===== src/rtl/vga_capture.sv =====
// vga_capture: locks onto an incoming VGA sync stream, measures line/frame
// totals and emits one write strobe per active pixel with its coordinates.
// Pixel data is aligned so that wr_en/wr_data appear two clocks after the
// vid_rgb pin sample that produced them.
module vga_capture #(
    parameter int H_ACT_START = 216,
    parameter int H_ACTIVE    = 800,
    parameter int V_ACT_START = 35,
    parameter int V_ACTIVE    = 480
) (
    input  logic        sclk,
    input  logic        s_rst_n,
    input  logic        vid_hsync,
    input  logic        vid_vsync,
    input  logic [23:0] vid_rgb,
    output logic        wr_en,
    output logic [23:0] wr_data,
    output logic [10:0] pix_x,
    output logic [9:0]  pix_y,
    output logic        frame_start,
    output logic        frame_done,
    output logic [10:0] h_total,
    output logic [9:0]  v_total,
    output logic        locked
);

    localparam logic [10:0] H_BEG  = 11'(H_ACT_START);
    localparam logic [11:0] H_END  = 12'(H_ACT_START + H_ACTIVE);
    localparam logic [10:0] H_LAST = 11'(H_ACT_START + H_ACTIVE - 1);
    localparam logic [9:0]  V_BEG  = 10'(V_ACT_START);
    localparam logic [10:0] V_END  = 11'(V_ACT_START + V_ACTIVE);
    localparam logic [9:0]  V_LAST = 10'(V_ACT_START + V_ACTIVE - 1);

    typedef enum logic [1:0] {
        WAIT_VS = 2'd0,
        MEASURE = 2'd1,
        CAPTURE = 2'd2
    } state_t;

    // sync/data input stage plus one extra data stage so the pixel lines up
    // with the counters that describe it
    logic        hs_q, vs_q, hs_prev_q, vs_prev_q;
    logic [23:0] rgb_q, pix_rgb_q;

    logic [10:0] h_cnt_q, h_cnt_d, h_total_q, h_total_d;
    logic [9:0]  v_cnt_q, v_cnt_d, v_total_q, v_total_d;
    logic        h_seen_q, h_seen_d, v_seen_q, v_seen_d;
    state_t      state_q, state_d;
    logic [1:0]  frames_q, frames_d;

    logic        wr_en_q, wr_en_d;
    logic [23:0] wr_data_q, wr_data_d;
    logic [10:0] pix_x_q, pix_x_d;
    logic [9:0]  pix_y_q, pix_y_d;
    logic        frame_start_q, frame_start_d;
    logic        last_pix_q, last_pix_d;
    logic        frame_done_q, frame_done_d;

    logic        hs_rise, vs_rise;
    logic [10:0] h_meas;
    logic [9:0]  v_meas;
    logic        h_ok, v_ok, active;

    assign hs_rise = hs_q & ~hs_prev_q;
    assign vs_rise = vs_q & ~vs_prev_q;
    // counter value plus one is the length of the line/frame just ended
    assign h_meas  = h_cnt_q + 11'd1;
    assign v_meas  = v_cnt_q + 10'd1;
    assign h_ok    = {1'b0, h_total_q} >= H_END;
    assign v_ok    = {1'b0, v_meas} >= V_END;

    assign active = (state_q == CAPTURE) &&
                    (v_cnt_q >= V_BEG) && ({1'b0, v_cnt_q} < V_END) &&
                    (h_cnt_q >= H_BEG) && ({1'b0, h_cnt_q} < H_END);

    // input registers and rise-detect history
    always_ff @(posedge sclk or negedge s_rst_n) begin
        if (!s_rst_n) begin
            hs_q      <= 1'b0;
            vs_q      <= 1'b0;
            hs_prev_q <= 1'b0;
            vs_prev_q <= 1'b0;
            rgb_q     <= '0;
            pix_rgb_q <= '0;
        end else begin
            hs_q      <= vid_hsync;
            vs_q      <= vid_vsync;
            hs_prev_q <= hs_q;
            vs_prev_q <= vs_q;
            rgb_q     <= vid_rgb;
            pix_rgb_q <= rgb_q;
        end
    end

    // position counters and line/frame length measurement
    always_comb begin
        h_cnt_d   = h_cnt_q;
        v_cnt_d   = v_cnt_q;
        h_total_d = h_total_q;
        v_total_d = v_total_q;
        h_seen_d  = h_seen_q | hs_rise;
        v_seen_d  = v_seen_q | vs_rise;
        if (hs_rise)
            h_cnt_d = '0;
        else if (h_cnt_q != 11'h7FF)
            h_cnt_d = h_meas;
        // vsync wins when both rise together, so no extra line is counted
        if (vs_rise)
            v_cnt_d = '0;
        else if (hs_rise && v_cnt_q != 10'h3FF)
            v_cnt_d = v_meas;
        // the first rise after reset has no predecessor to measure from
        if (hs_rise && h_seen_q)
            h_total_d = h_meas;
        if (vs_rise && v_seen_q)
            v_total_d = v_meas;
    end

    // lock FSM; frames_q counts frame boundaries seen while measuring so
    // capture needs two complete, consistent frames before it starts
    always_comb begin
        state_d  = state_q;
        frames_d = frames_q;
        case (state_q)
            WAIT_VS: begin
                if (vs_rise) begin
                    state_d  = MEASURE;
                    frames_d = 2'd1;
                end
            end
            MEASURE: begin
                if (vs_rise) begin
                    if (frames_q == 2'd2 && v_seen_q && v_meas == v_total_q && h_ok && v_ok)
                        state_d = CAPTURE;
                    else if (frames_q != 2'd2)
                        frames_d = frames_q + 2'd1;
                end
            end
            CAPTURE: begin
                if ((vs_rise && v_meas != v_total_q) || (hs_rise && h_meas != h_total_q)) begin
                    state_d  = MEASURE;
                    frames_d = vs_rise ? 2'd1 : 2'd0;
                end
            end
            default: begin
                state_d  = WAIT_VS;
                frames_d = 2'd0;
            end
        endcase
    end

    // output write port; coordinates and data hold between strobes
    always_comb begin
        wr_en_d       = active;
        wr_data_d     = wr_data_q;
        pix_x_d       = pix_x_q;
        pix_y_d       = pix_y_q;
        frame_start_d = active && h_cnt_q == H_BEG && v_cnt_q == V_BEG;
        last_pix_d    = active && h_cnt_q == H_LAST && v_cnt_q == V_LAST;
        frame_done_d  = last_pix_q;
        if (active) begin
            wr_data_d = pix_rgb_q;
            pix_x_d   = h_cnt_q - H_BEG;
            pix_y_d   = v_cnt_q - V_BEG;
        end
    end

    // state registers
    always_ff @(posedge sclk or negedge s_rst_n) begin
        if (!s_rst_n) begin
            h_cnt_q       <= '0;
            v_cnt_q       <= '0;
            h_total_q     <= '0;
            v_total_q     <= '0;
            h_seen_q      <= 1'b0;
            v_seen_q      <= 1'b0;
            state_q       <= WAIT_VS;
            frames_q      <= 2'd0;
            wr_en_q       <= 1'b0;
            wr_data_q     <= '0;
            pix_x_q       <= '0;
            pix_y_q       <= '0;
            frame_start_q <= 1'b0;
            last_pix_q    <= 1'b0;
            frame_done_q  <= 1'b0;
        end else begin
            h_cnt_q       <= h_cnt_d;
            v_cnt_q       <= v_cnt_d;
            h_total_q     <= h_total_d;
            v_total_q     <= v_total_d;
            h_seen_q      <= h_seen_d;
            v_seen_q      <= v_seen_d;
            state_q       <= state_d;
            frames_q      <= frames_d;
            wr_en_q       <= wr_en_d;
            wr_data_q     <= wr_data_d;
            pix_x_q       <= pix_x_d;
            pix_y_q       <= pix_y_d;
            frame_start_q <= frame_start_d;
            last_pix_q    <= last_pix_d;
            frame_done_q  <= frame_done_d;
        end
    end

    assign wr_en       = wr_en_q;
    assign wr_data     = wr_data_q;
    assign pix_x       = pix_x_q;
    assign pix_y       = pix_y_q;
    assign frame_start = frame_start_q;
    assign frame_done  = frame_done_q;
    assign h_total     = h_total_q;
    assign v_total     = v_total_q;
    assign locked      = (state_q == CAPTURE);

endmodule


===== config.mk =====
export PLATFORM = sky130hd
export DESIGN_NAME = vga_capture
export DESIGN_NICKNAME = d
export VERILOG_FILES = /design/src/rtl/vga_capture.sv
export SDC_FILE = /design/constraint.sdc
export NUM_CORES = 1
export LEC_CHECK = 0
export CELL_PAD_IN_SITES_DETAIL_PLACEMENT = 0
export CELL_PAD_IN_SITES_GLOBAL_PLACEMENT = 1
export CORE_MARGIN = 5
export CORE_UTILIZATION = 31
export DETAILED_ROUTE_END_ITERATION = 6
export GPL_ROUTABILITY_DRIVEN = 0
export PLACE_DENSITY = 0.61
export SYNTH_ARGS = -nofsm -noshare
export SYNTH_HDL_FRONTEND = slang
export SYNTH_SLANG_ARGS = --single-unit

===== constraint.sdc =====
create_clock -name sclk -period 2.6 [get_ports sclk]
set_input_delay 0.52 -clock sclk [delete_from_list [all_inputs] [get_ports sclk]]
set_output_delay 0.52 -clock sclk [all_outputs]
set_load 0.03 [all_outputs]

# After elaboration in Yosys (flattened, before gate mapping)

Cells that the tools add are included.

Eq/ne operators: 19
Bitwise logic cells: 6
Reduce and logical (&&, ||, !) cells: 23
Mux-type cells: 15
$lt $le $gt $ge: 6
Add/sub/neg operators: 5

Operators by type and width:

| kind                    | number |
|---|---|
| $mux W11                | 2 |
| $mux W10                | 2 |
| $logic_and A1 B1 Y1     | 17 |
| $mux W2                 | 8 |
| $ne A2 B2 Y1 const B    | 6 |
| $pmux W2 S3             | 2 |
| $add A11 B1 Y11 const B | 1 |
| $eq A11 B10 Y1 const B  | 1 |
| $eq A11 B8 Y1 const B   | 1 |
| $ge A11 B10 Y1 const B  | 1 |
| $ge A11 B8 Y1 const B   | 1 |
| $lt A11 B10 Y1 const B  | 1 |
| $ne A11 B11 Y1          | 1 |
| $ne A11 B11 Y1 const B  | 1 |
| $sub A11 B8 Y11 const B | 1 |
| $add A10 B1 Y10 const B | 1 |
| $eq A10 B10 Y1          | 1 |
| $eq A10 B10 Y1 const B  | 1 |
| $eq A10 B6 Y1 const B   | 1 |
| $ge A10 B10 Y1 const B  | 1 |
| $ge A10 B6 Y1 const B   | 1 |
| $lt A10 B10 Y1 const B  | 1 |
| $ne A10 B10 Y1          | 1 |
| $ne A10 B10 Y1 const B  | 1 |
| 14 further kinds        | 19 |

Output and inout port bits: 70
Logic and storage cells: 95
Register bits after elaboration: 149

# Logic depth before layout (Yosys ltp)

Gate-level depths: netlist of the first run.

Depth after elaboration: 8
Depth in mapped cells: 10
Mapped depth without buffers: 9

# Worst setup path after synthesis of the first run

OpenSTA, ideal clock, no wires.

Path type: register to register
Start: reg h_cnt_q[0]
End: reg state_q[0]
Arrival time: 2358 ps
Buffers on the path: 1
Setup slack: 122 ps
Required time: 2480 ps
Library setup time: 120 ps
Cell stages (with the launch flop): 11
Clock period less this slack: 2478 ps
Cell sequence: dfrtp_1 buf_4 inv_1 ha_1 xnor2_1 o211ai_1 a311o_1 or4_4 nor4_4 o211ai_1 and3_1

Cells in the longest elaborated chain, start to end: 6

Ends and longest elaborated chain:

| what                               | RTL line | RTL |
|---|---|---|
| start, declared                    | 45       | `logic [10:0] h_cnt_q, h_cnt_d, h_total_q, h_total_d;` |
| start signal, assigned             | 187      | `h_cnt_q <= h_cnt_d;` |
| $add A11 B1 Y11                    | 67       | `assign h_meas = h_cnt_q + 11'd1;` |
| via h_meas[0]                      | 60       | `logic [10:0] h_meas;` |
| $ne A11 B11 Y1                     | 140      | `if ((vs_rise && v_meas != v_total_q) \|\| (hs_rise && h_meas != h_total_q)) begin` |
| $logic_and A1 B1 Y1                | 140      |  |
| $logic_or A1 B1 Y1                 | 140      |  |
| $ne A2 B1 Y1 (no source line)      | -        |  |
| $reduce_and A4 Y1 (no source line) | -        |  |
| end signal, assigned               | 193      | `state_q <= state_d;` |
| end, declared                      | 48       | `state_t state_q, state_d;` |

The timed path passes the listed nets, and every way through them passes these cells.
A chain may end at the register's enable or synchronous reset.

# Worst setup path in the final report of the first run

Start: reg h_cnt_q[1]
End: reg frames_q[0]

Cells in the longest elaborated chain, start to end: 6

Ends and longest elaborated chain:

| what                               | RTL line | RTL |
|---|---|---|
| $add A11 B1 Y11                    | 67       |  |
| $ne A11 B11 Y1                     | 140      |  |
| $logic_and A1 B1 Y1                | 140      |  |
| $logic_or A1 B1 Y1                 | 140      |  |
| $ne A2 B1 Y1 (no source line)      | -        |  |
| $reduce_and A5 Y1 (no source line) | -        |  |
| end signal, assigned               | 194      | `frames_q <= frames_d;` |
| end, declared                      | 49       | `logic [1:0] frames_q, frames_d;` |

No other way between the ends.

==> impl_metrics.json, run 1 <==
{
  "cts_tree": "built",
  "cts_root_buf": "clkbuf_16",
  "cts_inserted_buffers": 17,
  "skew_ns": 0.00995,
  "fp-row-count": 53,
  "r2r_slack_ns": 0.08,
  "holdWs_ns": 0.0740,
  "nets": 740,
  "drtPass1Iterations": 4,
  "critPathMaxFanout": 5,
  "cp.arrival_ns": 2.82,
  "cap_violations": 0,
  "finalCriticalPeriod_ns": 2.52,
  "core_area_sq_um": 21000,
  "setup_ws_ns": 0.0849,
  "htreeDepth": 4,
  "grt_usage": 0.136,
  "fillers": 2007,
  "timing.fmax_mhz": 398,
  "drive_gt1_frac": 0.182,
  "synth.area.mux_share": 0.0638,
  "dieArea_sq_um": 24300,
  "tightestPinTransition_ns": 0.564,
  "worstSetupPathType": "flip-flop to flip-flop",
  "setup_tns_ns": 0,
  "place_area_sq_um": 8040,
  "synth_top_family_by_area": "simple AND/OR/NAND/NOR gates",
  "clk_latency_ns": 0.42,
  "vias": 4709,
  "antenna_found_initial": 0,
  "finalHoldViolCount": 0,
  "gr-total-overflow": 0,
  "power_density_nw_per_um2": 684,
  "vias_per_cell": 4.74,
  "syn_nets": 623,
  "top_level_ports": 98,
  "numClockSinks": 149,
  "die_h_um": 156,
  "synth-compound-area-share": 0.0932,
  "yosysWarningCount": 0,
  "ir_worst_vdd_uv": 348,
  "status": "completed",
  "synth.distinct_cells": 61,
  "crit_start": "h_cnt_q[1]",
  "yosysSeqAreaShare": 0.564,
  "static-leakage-power_nw": 3.77,
  "period_share": 0.967,
  "drt_first_iter_violations": 220,
  "final_util": 0.413,
  "clk_pin_slew_worst_paths_ns": 0.06,
  "synth-main-ff-cell": "dfrtp_1",
  "grt_max_degree": 61,
  "grt_pass1_vias": 4842,
  "rr_worst_depth": 9,
  "crit_path_end_kind": "flip-flop",
  "die_width_um": 156,
  "drc": 0,
  "port_buffers": 97,
  "crit_end": "frames_q[0]",
  "dp_slack_ns": -0.0208,
  "fin_area_sq_um": 8670,
  "synthXorXnorAreaFrac": 0.0742,
  "reg2reg_to": "frames_q[0]",
  "slew_violations": 0,
  "synth_adder_area_share": 0.0133,
  "synth_cells": 588,
  "relSlewSlack": 0.624,
  "start_kind": "flip-flop",
  "cts_hold_buf": 0,
  "hold_path_class": "input port to async pin",
  "syn2layout_area_growth_pct": 31.2,
  "wire_per_inst_um": 16.0,
  "synth-edff-count": 0,
  "finalWirelength_um": 15800,
  "grt_pass1_wl_um": 26300,
  "start_util": 0.314,
  "r2r-start": "h_cnt_q[1]",
  "finalSetupViolCount": 0,
  "synth.cell_area_sq_um": 6610,
  "synth_simple_gate_area_frac": 0.150,
  "crit_required_ns": 2.90,
  "p_total_mw": 5.93,
  "place_hpwl_um": 11300,
  "drtAntennaViolNets": 0,
  "rsz0062_at_grt": "yes",
  "final_cells": 993,
  "syn_area_per_cell_sq_um": 11.2,
  "dp_cells": 960,
  "async_reset_ff_frac": 1.00,
  "antenna_cells": 0,
  "synth-seq-cells": 149,
  "clockBufferDepth": 2
}
[cells in the mapped netlist, drive strengths merged (11+ instances only)]
cell type,instances,area (sq um)
a21oi,19,95.1
mux2,32,402
nand2,63,236
clkbuf,14,52.6
xor2,24,210
nand2b,11,68.8
nand4,12,75.1
xnor2,26,235
nor2,44,165
dfrtp,149,3730
buf,28,184
nand3,17,85.1
o21ai,48,240
[kinds of logic (layout without fill, tap and decap cells)]
logic type / Yosys count / count (layout)
simple gates: 195 / 195
flops: 149 / 149
compound gates: 99 / 99
xor+xnor: 52 / 52
buf+inv: 52 / 182
mux: 34 / 34
fa+ha+maj: 7 / 7
[layout make-up]
type / count / area (sq um) / share of cell area
clock buffers: 17 / 425 / 0.0491
clock inverters: 15 / 143 / 0.0164
inverters: 10 / 37.5 / 0.00433
multi-input cells: 387 / 2650 / 0.306
flip-flops and latches: 149 / 3730 / 0.431
well taps: 275 / 344 / 0.0397
repair buffers: 140 / 1340 / 0.154
[repair_timing]
item,4_1_cts,5_1_grt
gates cloned,0,0
buffers inserted,1,0
setup endpoints to repair,3,5
resized for setup,3,13
pin swaps,4,3
[cells in the final DEF (no fill, tap or decap), types with 6 or more instances in the layout]
| cell | count |
|---|---|
| nand4_1 | 12 |
| xnor2_1 | 24 |
| buf_4 | 40 |
| mux2_2 | 19 |
| nor3_1 | 6 |
| clkbuf_16 | 17 |
| nand2b_1 | 11 |
| nor2_1 | 42 |
| inv_1 | 9 |
| o21ai_0 | 43 |
| clkdlybuf4s50_1 | 95 |
| nor2b_1 | 7 |
| a21oi_1 | 19 |
| xor2_1 | 24 |
| mux2_4 | 11 |
| nand3_1 | 17 |
| nand2_1 | 63 |
| dfrtp_1 | 145 |
[worst min path at each step]
stage | startpoint | endpoint | cells after the start
final | s_rst_n | h_cnt_q[3] | 1
after global routing | s_rst_n | h_total[4] | 1
after CTS | s_rst_n | h_cnt_q[5] | 1
after detailed placement | rgb_q[14] | pix_rgb_q[14] | 0
after global placement | rgb_q[2] | pix_rgb_q[2] | 0
after floorplan | s_rst_n | frame_done | 0
[critical path, cell delays in order (launching register included)]
cell and delay (ns):
dfrtp_1 0.38, buf_4 0.16, ha_4 0.18, xnor2_2 0.20
xor2_1 0.23, o21ai_1 0.11, or4_4 0.55, nor4_4 0.32
o211a_1 0.21, o21ai_1 0.07
[power breakdown]
part           internal, mW  switching [mW]
Clock                  1.26            1.09
Sequential             2.45           0.139
Combinational         0.461           0.525
[flip-flops by register name, summed over array words and instances, names as in the netlist, 2 cells and up]
signal and flops:
pix_y 10, frames_q 2, v_cnt_q 10, state_q 2, pix_x 11, h_total 11
wr_data 24, pix_rgb_q 24, rgb_q 24, v_total 10, h_cnt_q 11
[metal layers]
metal  vias up  part of all wire  track usage  wire length [um]
li1       2268                 -            -                 -
met1      2292              0.47        0.187              7430
met2       132              0.47        0.211              7410
met3        17             0.052       0.0366               830
met4         0             0.011       0.0429               177
met5         -                 0            0                 0
Power figures use the tool's default switching activity.
==> inputs of run 2 (changes only) <==
- PLACE_DENSITY: 0.61 -> not set
- PLACE_DENSITY_LB_ADDON: not set -> 0.12
==> impl_metrics.json, run 2 (synthesis results as in run 1) <==
{
  "p_total_mw": 6.23,
  "setup_ws_ns": 0.0981,
  "slew_violations": 0,
  "port_buffers": 97,
  "grt_max_degree": 73,
  "dp_slack_ns": 0.0475,
  "grt_pass1_vias": 4923,
  "final_cell_mix": "dfrtp_1, clkdlybuf4s50_1, nand2_1",
  "final_common_cell": "dfrtp_1",
  "top_level_ports": 98,
  "cts_root_buf": "clkbuf_16",
  "finalHoldViolCount": 0,
  "finalSetupViolCount": 0,
  "ir_worst_vdd_uv": 457,
  "path_delay_family": "simple AND/OR/NAND/NOR gates",
  "antenna_cells": 0,
  "clockBufferDepth": 2,
  "static-leakage-power_nw": 3.81,
  "timing.fmax_mhz": 400,
  "grt_pass1_wl_um": 27400,
  "nets": 743,
  "clk_latency_ns": 0.42,
  "crit_path_end_kind": "flip-flop",
  "worst-path-buf-inv": 2,
  "drc": 0,
  "die_h_um": 156,
  "cap_violations": 0,
  "crit_required_ns": 2.90,
  "fp-row-count": 53,
  "skew_ns": 0.00889,
  "vias_per_cell": 4.74,
  "finalCriticalPeriod_ns": 2.50,
  "wire_per_inst_um": 16.4,
  "holdWs_ns": 0.00859,
  "drive_gt1_frac": 0.186,
  "clk_pin_slew_worst_paths_ns": 0.07,
  "cp_slowest_stage_delay_ns": 0.52,
  "drt_first_iter_violations": 312,
  "critPathMaxFanout": 7,
  "core_area_sq_um": 21000,
  "period_share": 0.962,
  "cts_tree": "built",
  "start_util": 0.314,
  "die_width_um": 156,
  "critical_path.cell_chain": "buf_4 -> buf_4 -> and3_1 -> nand4_1 -> nand4b_1 -> or4_4 -> nor4_4 -> o211ai_1 -> and3_1",
  "dieArea_sq_um": 24300,
  "drtAntennaViolNets": 0,
  "gr-total-overflow": 0,
  "place_hpwl_um": 11700,
  "cp_slowest_cell": "or4_4",
  "fin_area_sq_um": 8780,
  "status": "completed",
  "hold_path_class": "input port to async pin",
  "cts_hold_buf": 0,
  "cts_inserted_buffers": 17,
  "cp.arrival_ns": 2.81,
  "tightestPinTransition_ns": 0.561,
  "drtPass1Iterations": 4,
  "final_util": 0.417,
  "numClockSinks": 149,
  "start_kind": "flip-flop",
  "relSlewSlack": 0.625,
  "worstSetupPathType": "flip-flop to flip-flop",
  "place_area_sq_um": 8060,
  "antenna_found_initial": 0,
  "vias": 4726,
  "htreeDepth": 4,
  "finalWirelength_um": 16400,
  "power_density_nw_per_um2": 710,
  "grt_usage": 0.142,
  "syn2layout_area_growth_pct": 32.8
}
[run 2: final cells by class]
| class | instances | area, sq um |
|---|---|---|
| clock buffers | 18 | 429 |
| clock inverters | 14 | 201 |
| fillers | 2008 | 12200 |
| inverters | 10 | 37.5 |
| multi-input cells | 387 | 2660 |
| flip-flops and latches | 149 | 3730 |
| well taps | 275 | 344 |
| repair buffers | 143 | 1370 |
[run 2: routing by layer]
layer | wire (um) | track usage | up-vias | share of wire
li1 | - | - | 2262 | -
met1 | 7940 | 0.205 | 2351 | 0.49
met2 | 7530 | 0.214 | 99 | 0.46
met3 | 650 | 0.0297 | 14 | 0.040
met4 | 227 | 0.0454 | 0 | 0.014
met5 | 0 | 0 | - | 0
[run 2: worst paths after layout]
kind,startpoint,end,slack [ns],cells past startpoint
worst max-delay path,h_cnt_q[0],state_q[0],0.1,9
worst min-delay path,s_rst_n,wr_data[19],0.009,1
worst max register to register,h_cnt_q[0],state_q[0],0.1,9
worst min register to register,rgb_q[4],pix_rgb_q[4],0.35,0
max in group asynchronous,s_rst_n,wr_data[4],1.77,2
min in group sclk,rgb_q[4],pix_rgb_q[4],0.35,0
[run 2: worst register-to-register path, delay by kind of cell, from the launching register on]
kind | cells | cell delay (ns)
compound gates | 1 | 0.12
buf+inv | 2 | 0.30
flops | 1 | 0.43
simple gates | 6 | 1.54
[run 2: power breakdown]
group          switching, mW  total, mW  internal (mW)
sequential             0.156       2.61           2.45
combinational          0.504      0.989          0.485
clock                   1.08       2.64           1.56
[run 2: per-stage QoR]
step / setup TNS, ns / std cells
finish: 0 / 996
global route: -0.00132 / 996
CTS: 0 / 993
detailed placement: 0 / 961
global placement: 0 / 961
floorplan: 0 / 588
[run 2: what timing repair did]
action / 4_1_cts / 5_1_grt
resized for setup: 0 / 19
setup endpoints to repair: 0 / 12
buffers inserted: 0 / 3
==> inputs of run 3 (changes only) <==
- ABC_AREA: not set -> 1
- REMOVE_ABC_BUFFERS: not set -> 1
- TNS_END_PERCENT: not set -> 100
==> impl_metrics.json, run 3 <==
{
  "port_buffers": 97,
  "dp_cells": 1053,
  "static-leakage-power_nw": 3.94,
  "ys_top_cells_by_area": "dfrtp_1, nand2_1, nand3_1",
  "relSlewSlack": 0.543,
  "place_hpwl_um": 12100,
  "dp_slack_ns": 0.376,
  "finalSetupViolCount": 0,
  "synthXorXnorAreaFrac": 0.0179,
  "syn2layout_area_growth_pct": 30.0,
  "crit_path_end_kind": "output pin",
  "synth.distinct_cells": 34,
  "drtAntennaViolNets": 0,
  "cts_hold_buf": 0,
  "rsz0062_at_grt": "no",
  "start_util": 0.314,
  "synth_top_family_by_area": "simple AND/OR/NAND/NOR gates",
  "holdWs_ns": 0.111,
  "p_total_mw": 5.91,
  "htreeDepth": 4,
  "synth_common_cells": "nand2_1, dfrtp_1, inv_1",
  "die_h_um": 153,
  "grt_max_degree": 72,
  "hold_path_class": "input port to async pin",
  "yosysMostFrequentCell": "nand2_1",
  "finalHoldViolCount": 0,
  "yosysWarningCount": 0,
  "wire_per_inst_um": 15.1,
  "synth_simple_gate_area_frac": 0.259,
  "synth_top_area_cell": "dfrtp_1",
  "cts_root_buf": "clkbuf_16",
  "finalWirelength_um": 16400,
  "met3_length_um": 670,
  "timing.fmax_mhz": 411,
  "grt_pass1_wl_um": 26600,
  "top_level_ports": 98,
  "synth_top_cell_area_share": 0.587,
  "fp-row-count": 52,
  "antenna_cells": 0,
  "synth-main-ff-cell": "dfrtp_1",
  "power_density_nw_per_um2": 716,
  "tightestPinTransition_ns": 0.686,
  "async_reset_ff_frac": 1.00,
  "drc": 0,
  "place_area_sq_um": 7630,
  "antenna_found_initial": 0,
  "final_cells": 1085,
  "period_share": 0.936,
  "drt_first_iter_violations": 238,
  "drive_gt1_frac": 0.0933,
  "fin_area_sq_um": 8260,
  "vias": 4917,
  "core_area_sq_um": 20200,
  "final_cell_mix": "nand2_1, dfrtp_1, clkdlybuf4s50_1",
  "numClockSinks": 149,
  "synth.area.mux_share": 0,
  "synth-compound-area-share": 0.0623,
  "critPathMaxFanout": 4,
  "dieArea_sq_um": 23400,
  "die_width_um": 153,
  "grt_pass1_vias": 4989,
  "synth.cell_area_sq_um": 6350,
  "syn_area_per_cell_sq_um": 9.08,
  "synth_cells": 699,
  "postCtsSetupBuffers": 0,
  "worstSetupPathType": "flip-flop to output pin",
  "met2_length_um": 8350,
  "wl_met1_um": 7230,
  "ir_worst_vdd_uv": 492,
  "cap_violations": 0,
  "vias_per_cell": 4.53,
  "status": "completed",
  "finalCriticalPeriod_ns": 2.43,
  "cts_inserted_buffers": 17,
  "nets": 837,
  "grt_usage": 0.142,
  "post_cts_resized": 0,
  "slew_violations": 0,
  "synth-seq-cells": 149,
  "drtPass1Iterations": 4,
  "yosysSeqAreaShare": 0.587,
  "final_util": 0.408,
  "clk_latency_ns": 0.41,
  "setup_tns_ns": 0,
  "synth_adder_area_share": 0.0138,
  "final_common_cell": "nand2_1",
  "setup_ws_ns": 0.166,
  "start_kind": "flip-flop",
  "skew_ns": 0.00592,
  "highest_layer": "met4",
  "clk_pin_slew_worst_paths_ns": 0.06,
  "cp.arrival_ns": 1.91,
  "cts_tree": "built",
  "gr-total-overflow": 0,
  "clockBufferDepth": 2,
  "crit_required_ns": 2.08,
  "synth-edff-count": 0
}
## run 3: cell count changes in the layout (fill, tap and decap cells not counted), sizes merged, moves of 7 or more
cell	previous run	this run
a21oi	19	1
buf	47	9
inv	19	66
mux2	32	0
nand2	63	252
nand2b	11	0
nand3	17	50
nor2b	7	0
o21ai	48	56
xnor2	26	3
xor2	24	10
## run 3: layout make-up
type                            instances  area (sq um)
Clock buffer                           20           457
Clock inverter                         12           168
Fill cell                            1972         12000
Inverter                               63           236
Multi-Input combinational cell        466          2250
Sequential cell                       149          3730
Tap cell                              270           338
Timing Repair Buffer                  105          1080
## run 3: cells by family after synthesis
family	Yosys count
AO/OA/AOI/OAI	74
flip-flops	149
adder cells (fa/ha/maj)	7
XOR/XNOR	13
AND/OR/NAND/NOR	372
buffers and inverters	84
## run 3: worst paths after layout
check | startpoint | end | slack [ns] | cells after the start
worst max-delay path | state_q[1] | locked | 0.17 | 3
worst min-delay path | s_rst_n | h_total[3] | 0.11 | 1
worst max register to register | v_cnt_q[0] | wr_data[8] | 0.35 | 11
worst min register to register | rgb_q[22] | pix_rgb_q[22] | 0.35 | 0
max in group asynchronous | s_rst_n | pix_rgb_q[8] | 1.73 | 2
min in group sclk | rgb_q[22] | pix_rgb_q[22] | 0.35 | 0
## run 3: critical path, stage by stage (launching register included)
cell             delay, ns
dfrtp_1               0.39
inv_1                 0.11
nor2_1                0.27
clkdlybuf4s50_1       0.74
## run 3: metal layers
layer | up-vias | track usage
met5 | - | 0
met4 | 0 | 0.0399
met3 | 10 | 0.0370
met2 | 92 | 0.241
met1 | 2379 | 0.179
li1 | 2436 | -
## run 3: power by group
group          leakage (nW)  total [mW]  internal, mW  switching (mW)
registers              1.93        2.57          2.45           0.125
clock network         0.296        2.59          1.58            1.01
logic                  1.72       0.756         0.291           0.465
total                  3.94        5.91          4.32            1.60
